==> src/rtl/riscv_pkg.sv <==
// Shared core definitions: data width, NOP encoding, reset PC and fetch FSM states.
// The fetch-halt state exists only when IFETCH_MISALIGN_CHECK_EN is defined.
package riscv_pkg;

  localparam int unsigned XLEN = 32;
  localparam logic [31:0] NOP_INSTR = 32'h0000_0013;
  localparam logic [31:0] RESET_PC_DEFAULT = 32'h0000_0000;

`ifdef IFETCH_MISALIGN_CHECK_EN
  typedef enum logic [1:0] {StReq, StWait, StKill, StHalt} fetch_state_e;
`else
  typedef enum logic [1:0] {StReq, StWait, StKill} fetch_state_e;
`endif

endpackage

==> src/rtl/if_id_reg.sv <==
// IF/ID pipeline register: holds one instruction with its PC and fault flag.
// Priority is flush (optionally loading a fault entry), then load, then consume.
module if_id_reg
  import riscv_pkg::*;
#(
  parameter logic [31:0] ResetPc = RESET_PC_DEFAULT
) (
  input  logic        clk,
  input  logic        rst,
  input  logic        flush_i,
  input  logic        fault_i,
  input  logic [31:0] fault_pc_i,
  input  logic        load_i,
  input  logic [31:0] instr_i,
  input  logic [31:0] pc_i,
  input  logic        consume_i,
  output logic        valid_o,
  output logic [31:0] instr_o,
  output logic [31:0] pc_o,
  output logic        fault_o
);

  logic        valid_q;
  logic [31:0] instr_q;
  logic [31:0] pc_q;
  logic        fault_q;

  always_ff @(posedge clk or posedge rst) begin
    if (rst) begin
      valid_q <= 1'b0;
      instr_q <= NOP_INSTR;
      pc_q    <= ResetPc;
      fault_q <= 1'b0;
    end else if (flush_i) begin
      // A faulting redirect replaces the flushed entry with a NOP marked as faulting
      valid_q <= fault_i;
      instr_q <= NOP_INSTR;
      fault_q <= fault_i;
      if (fault_i) begin
        pc_q <= fault_pc_i;
      end
    end else if (load_i) begin
      valid_q <= 1'b1;
      instr_q <= instr_i;
      pc_q    <= pc_i;
      fault_q <= 1'b0;
    end else if (consume_i) begin
      valid_q <= 1'b0;
      instr_q <= NOP_INSTR;
      fault_q <= 1'b0;
    end
  end

  assign valid_o = valid_q;
  assign instr_o = instr_q;
  assign pc_o    = pc_q;
  assign fault_o = fault_q;

endmodule

==> src/rtl/ifetch.sv <==
// Instruction fetch stage: PC, single-outstanding imem request FSM, IF/ID register.
// Define IFETCH_MISALIGN_CHECK_EN to fault and halt on misaligned redirect targets.
module ifetch
  import riscv_pkg::*;
#(
  parameter logic [31:0] RESET_PC = RESET_PC_DEFAULT,
  parameter int unsigned XLEN     = riscv_pkg::XLEN
) (
  input  logic            clk,
  input  logic            rst,
  output logic            imem_req,
  output logic [XLEN-1:0] imem_addr,
  input  logic            imem_rvalid,
  input  logic [XLEN-1:0] imem_rdata,
  input  logic            redirect_valid,
  input  logic [XLEN-1:0] redirect_pc,
  input  logic            id_ready,
  output logic            id_valid,
  output logic [XLEN-1:0] id_instr,
  output logic [XLEN-1:0] id_pc,
  output logic            id_fault
);

  fetch_state_e    state_q;
  logic [XLEN-1:0] pc_q;
  logic [XLEN-1:0] req_pc_q;
  logic            outstanding;
  logic            out_after;
  logic            misalign;
  logic            rsp_load;
  logic            consume;

`ifdef IFETCH_MISALIGN_CHECK_EN
  // Tracks a response still owed by memory while halted
  logic halt_pend_q;
  assign misalign    = redirect_valid && (redirect_pc[1:0] != 2'b00);
  assign outstanding = (state_q == StWait) || (state_q == StKill) ||
                       ((state_q == StHalt) && halt_pend_q);
`else
  logic unused_redirect_lsb;
  assign unused_redirect_lsb = ^redirect_pc[1:0];
  assign misalign    = 1'b0;
  assign outstanding = (state_q == StWait) || (state_q == StKill);
`endif

  assign out_after = outstanding && !imem_rvalid;
  assign imem_req  = !rst && (state_q == StReq) && !redirect_valid && (!id_valid || id_ready);
  assign imem_addr = pc_q;
  assign rsp_load  = (state_q == StWait) && imem_rvalid && !redirect_valid;
  assign consume   = id_valid && id_ready;

  always_ff @(posedge clk or posedge rst) begin
    if (rst) begin
      state_q     <= StReq;
      pc_q        <= RESET_PC;
      req_pc_q    <= RESET_PC;
`ifdef IFETCH_MISALIGN_CHECK_EN
      halt_pend_q <= 1'b0;
`endif
    end else if (redirect_valid) begin
      pc_q <= {redirect_pc[XLEN-1:2], 2'b00};
      // A response still in flight must be swallowed before fetching the target
      state_q <= out_after ? StKill : StReq;
`ifdef IFETCH_MISALIGN_CHECK_EN
      halt_pend_q <= out_after;
      if (misalign) begin
        state_q <= StHalt;
      end
`endif
    end else begin
      unique case (state_q)
        StReq: begin
          if (imem_req) begin
            state_q  <= StWait;
            req_pc_q <= pc_q;
          end
        end
        StWait: begin
          if (imem_rvalid) begin
            state_q <= StReq;
            pc_q    <= pc_q + {{(XLEN-3){1'b0}}, 3'd4};
          end
        end
        StKill: begin
          if (imem_rvalid) begin
            state_q <= StReq;
          end
        end
`ifdef IFETCH_MISALIGN_CHECK_EN
        StHalt: begin
          if (imem_rvalid) begin
            halt_pend_q <= 1'b0;
          end
        end
`endif
        default: state_q <= StReq;
      endcase
    end
  end

  if_id_reg #(
    .ResetPc(RESET_PC)
  ) u_if_id_reg (
    .clk       (clk),
    .rst       (rst),
    .flush_i   (redirect_valid),
    .fault_i   (misalign),
    .fault_pc_i(redirect_pc),
    .load_i    (rsp_load),
    .instr_i   (imem_rdata),
    .pc_i      (req_pc_q),
    .consume_i (consume),
    .valid_o   (id_valid),
    .instr_o   (id_instr),
    .pc_o      (id_pc),
    .fault_o   (id_fault)
  );

endmodule

==> config.mk <==
export PLATFORM = sky130hd
export DESIGN_NAME = ifetch
export DESIGN_NICKNAME = d
export VERILOG_FILES = /design/src/rtl/riscv_pkg.sv /design/src/rtl/if_id_reg.sv /design/src/rtl/ifetch.sv
export SDC_FILE = /design/constraint.sdc
export NUM_CORES = 1
export LEC_CHECK = 0
export BUFFER_PORTS_ARGS = -buffer_cell sky130_fd_sc_hd__buf_2
export CAP_MARGIN = 25
export CORE_MARGIN = 2
export CORE_UTILIZATION = 45
export CTS_CLUSTER_SIZE = 10
export DETAILED_ROUTE_END_ITERATION = 8
export PLACE_DENSITY = 0.78
export SLEW_MARGIN = 15
export SYNTH_ARGS = -nofsm -noshare
export SYNTH_HDL_FRONTEND = slang
export SYNTH_SLANG_ARGS = --single-unit
==> constraint.sdc <==
create_clock -name clk -period 3.5 [get_ports clk]
set_input_delay 0 -clock clk [delete_from_list [all_inputs] [get_ports clk]]
set_output_delay 0 -clock clk [all_outputs]
set_load 0.1 [all_outputs]
==> impl_metrics.csv <==
group,metric,value,unit
cts,cts_sinks,125,
placed_design,port_buffers,160,
cts,clock_path_buffers,2,
drt,drc,0,
sta,rsz0062_at_grt,"false",
drt,drt_pass1_iterations,5,
synth,synthTopCellsByArea,"dfrtp_1 (57%), nand2_1 (14%), a22o_1 (4.8%)",
synth,synth-async-reset-ratio,1.00,
floorplan,coreArea,0.0115,sq mm
sta,skew,9.36,ps
drt,post_drt_wl_per_cell,16.7,um
global_route,grt_pass1_wl,24800,um
sta,fmax,0.401,GHz
synth,yosys_warnings,0,
sta,whs,29.3,ps
global_route,antenna_found_initial,0,
cts,numCtsBuffers,17,
sta,fin_crit_sh,0.712,
setup_path,reg2reg_to,"imem_addr[31]",
synth,ys_seq_area_frac,0.589,
setup_path,worst-endpoint-required,3500,ps
setup_path,cp-startpoint,"state_q[0]",
synth,synth-main-ff-cell,"dfrtp_1",
cts,clkTransAtPathRegs,60,ps
setup_path,crit_end,"imem_req",
floorplan,start_util,0.464,
synth,yosysMostFrequentCell,"nand2_1",
placed_design,place_congestion,0.820,
floorplan,dieArea,0.0127,sq mm
placed_design,hpwl,9360,um
setup_path,cp-end-kind,"primary output",
sta,finalSetupViolCount,0,
sta,hold_violations,0,
cells_and_area,antenna_cells,0,
cells_and_area,area_growth,41.0,%
synth,ys_top_cells_by_count,"nand2_1 (200), dfrtp_1 (122), a22o_1 (29), clkbuf_1 (28), nor2_1 (20)",
sta,fin_setup_tns,0,ps
sta,relSlewSlack,0.521,
drt,vias_per_cell,5.32,
setup_path,reg2reg_from,"state_q[1]",
drt,drt-initial-drc-count,401,
job,drv_cap,0,
pwr,power_density,820,mW/mm^2
drt,postRouteAntennaNets,0,
synth,synth_edf_count,0,
floorplan,ioPinCount,168,
global_route,grt_usage,0.244,
drt,totalWireLength,15400,um
min_path,holdCritPathClass,"input port to register",
sta,worst_pin_slew,716,ps
setup_path,critPathMaxFanout,31,
cts,htree_levels,4,
synth,ys_seq_elements,125,
pwr,peakVddDrop,0.646,mV
cts,cts-resized-gates,0,
cells_and_area,fillers,886,
floorplan,rows,39,
global_route,grt_pass1_vias,4883,
pwr,total_power,6150,uW
cells_and_area,drive_gt1_frac,0.271,
synth,netlist_area,0.00532,sq mm
synth,synth.top_cell.area_share,0.574,
setup_path,crit_type,"register to primary output",
synth,ys_types,39,
drt,dr_total_vias,4907,
cts,clkLatencyLatePin,410,ps
global_route,grt_max_degree,80,
synth,synth_top_cell_by_area,"dfrtp_1",
cts,ctsRootBufferMaster,"clkbuf_16",
setup_path,critPathLaunchType,"register",
outcome,outcome,"finished, final reports clean",
floorplan,fp.dieH,113,um
global_route,grt-ovfl-total,0,
synth,netlist_instances,550,
sta,slew_viol_final,0,
floorplan,dieWidth,113,um
cells_and_area,fin_nets,839,
setup_path,reg2reg_depth,6,
pwr,p_leak,0.00385,uW
setup_path,cp.arrival,2490,ps
synth,postSynthAreaPerCell,9.67,sq um
sta,period_minus_slack,2490,ps
cts,cts_tree,"done",
setup_path,r2r_setup_slack,1030,ps
[layout by cell type, fill, tap and decap left out, types with 3 or more instances in the layout]
cell	Yosys	routed
inv_1	7	6
or4_1	17	17
and4_1	5	5
clkinvlp_4	0	5
bufinv_16	0	3
nand4_1	6	6
nand2_1	200	200
xor2_1	7	7
o31ai_1	14	14
nand3_1	11	11
dfstp_2	3	3
clkbuf_16	0	17
or3_1	6	6
a31oi_1	18	18
conb_1	1	5
a22o_1	29	29
dfrtp_1	122	122
ha_1	3	3
o22a_1	3	3
buf_2	5	160
nor2_1	20	19
o21ai_0	15	15
buf_4	5	6
dlygate4sd3_1	0	65
a21oi_1	4	4
[routing by layer]
layer  up-vias  share of wire  GRT usage
met5         -              0          0
met2       189           0.50      0.410
li1       2307              -          -
met4         0          0.013     0.0715
met3        18          0.069     0.0589
met1      2393           0.42      0.319
[area by class of cell]
cell class,instances,area (sq um),share of cell area
Sequential cell,125,3130,0.418
Multi-Input combinational cell,382,2000,0.267
Timing Repair Buffer,233,1540,0.205
Clock buffer,19,453,0.0604
Tap cell,143,179,0.0239
Clock inverter,13,164,0.0219
Inverter,8,32.5,0.00434
[state kept, by name, summed over array words and instances (netlist names)]
name,flops
imem_addr,30
u_if_id_reg.valid_o,1
u_if_id_reg.instr_o,32
req_pc_q,30
u_if_id_reg.pc_o,30
state_q,2
[where the power goes]
group / total, uW / switching (uW) / internal [uW]
clock: 1820 / 657 / 1160
combinational: 2320 / 1920 / 395
sequential: 2020 / 226 / 1790
[how the worst min path moves through the flow]
stage | slack, ps | from | to | cells after the start
4_1_cts | 30 | id_ready | u_if_id_reg.instr_o[4] | 4
3_3_place_gp | 210 | redirect_pc[6] | imem_addr[6] | 3
3_5_place_dp | 220 | redirect_pc[8] | imem_addr[8] | 3
2_1_floorplan | 120 | redirect_pc[12] | imem_addr[12] | 2
5_1_grt | 60 | id_ready | u_if_id_reg.instr_o[4] | 4
6_report | 30 | id_ready | u_if_id_reg.instr_o[0] | 4
[through the flow]
| step | setup slack (ps) | std cells | area, sq um | util |
|---|---|---|---|---|
| after floorplan | 177 | 554 | 5330 | - |
| after global placement | 1110 | 824 | 6190 | 0.540 |
| after detailed placement | 1070 | 824 | 6190 | 0.540 |
| after CTS | 992 | 921 | 7460 | 0.650 |
| after global routing | 871 | 923 | 7500 | 0.654 |
| final | 1010 | 923 | 7500 | 0.654 |
[kinds of logic after synthesis]
kind of cell	count (synthesis)	synth area share
other	1	0.000705
adders and majority gates	3	0.00706
xor gates and xnor gates	8	0.0132
DFF	125	0.589
muxes	1	0.00188
and+or+nand+nor	276	0.229
buffers and inverters	47	0.0393
AOI/OAI and AO/OA	89	0.120
[critical path, cell delays in order (launching register included)]
cell and delay [ps]:
dfrtp_1 400, inv_1 80, ha_1 170, nand2b_1 80, or3_1 340, inv_2 460, buf_2 540
[what timing repair did]
item | in CTS | in global routing
setup buffers | 0 | 0
hold endpoints to repair | 140 | 0
hold buffers | 65 | 0
Power figures use the tool's default switching activity.
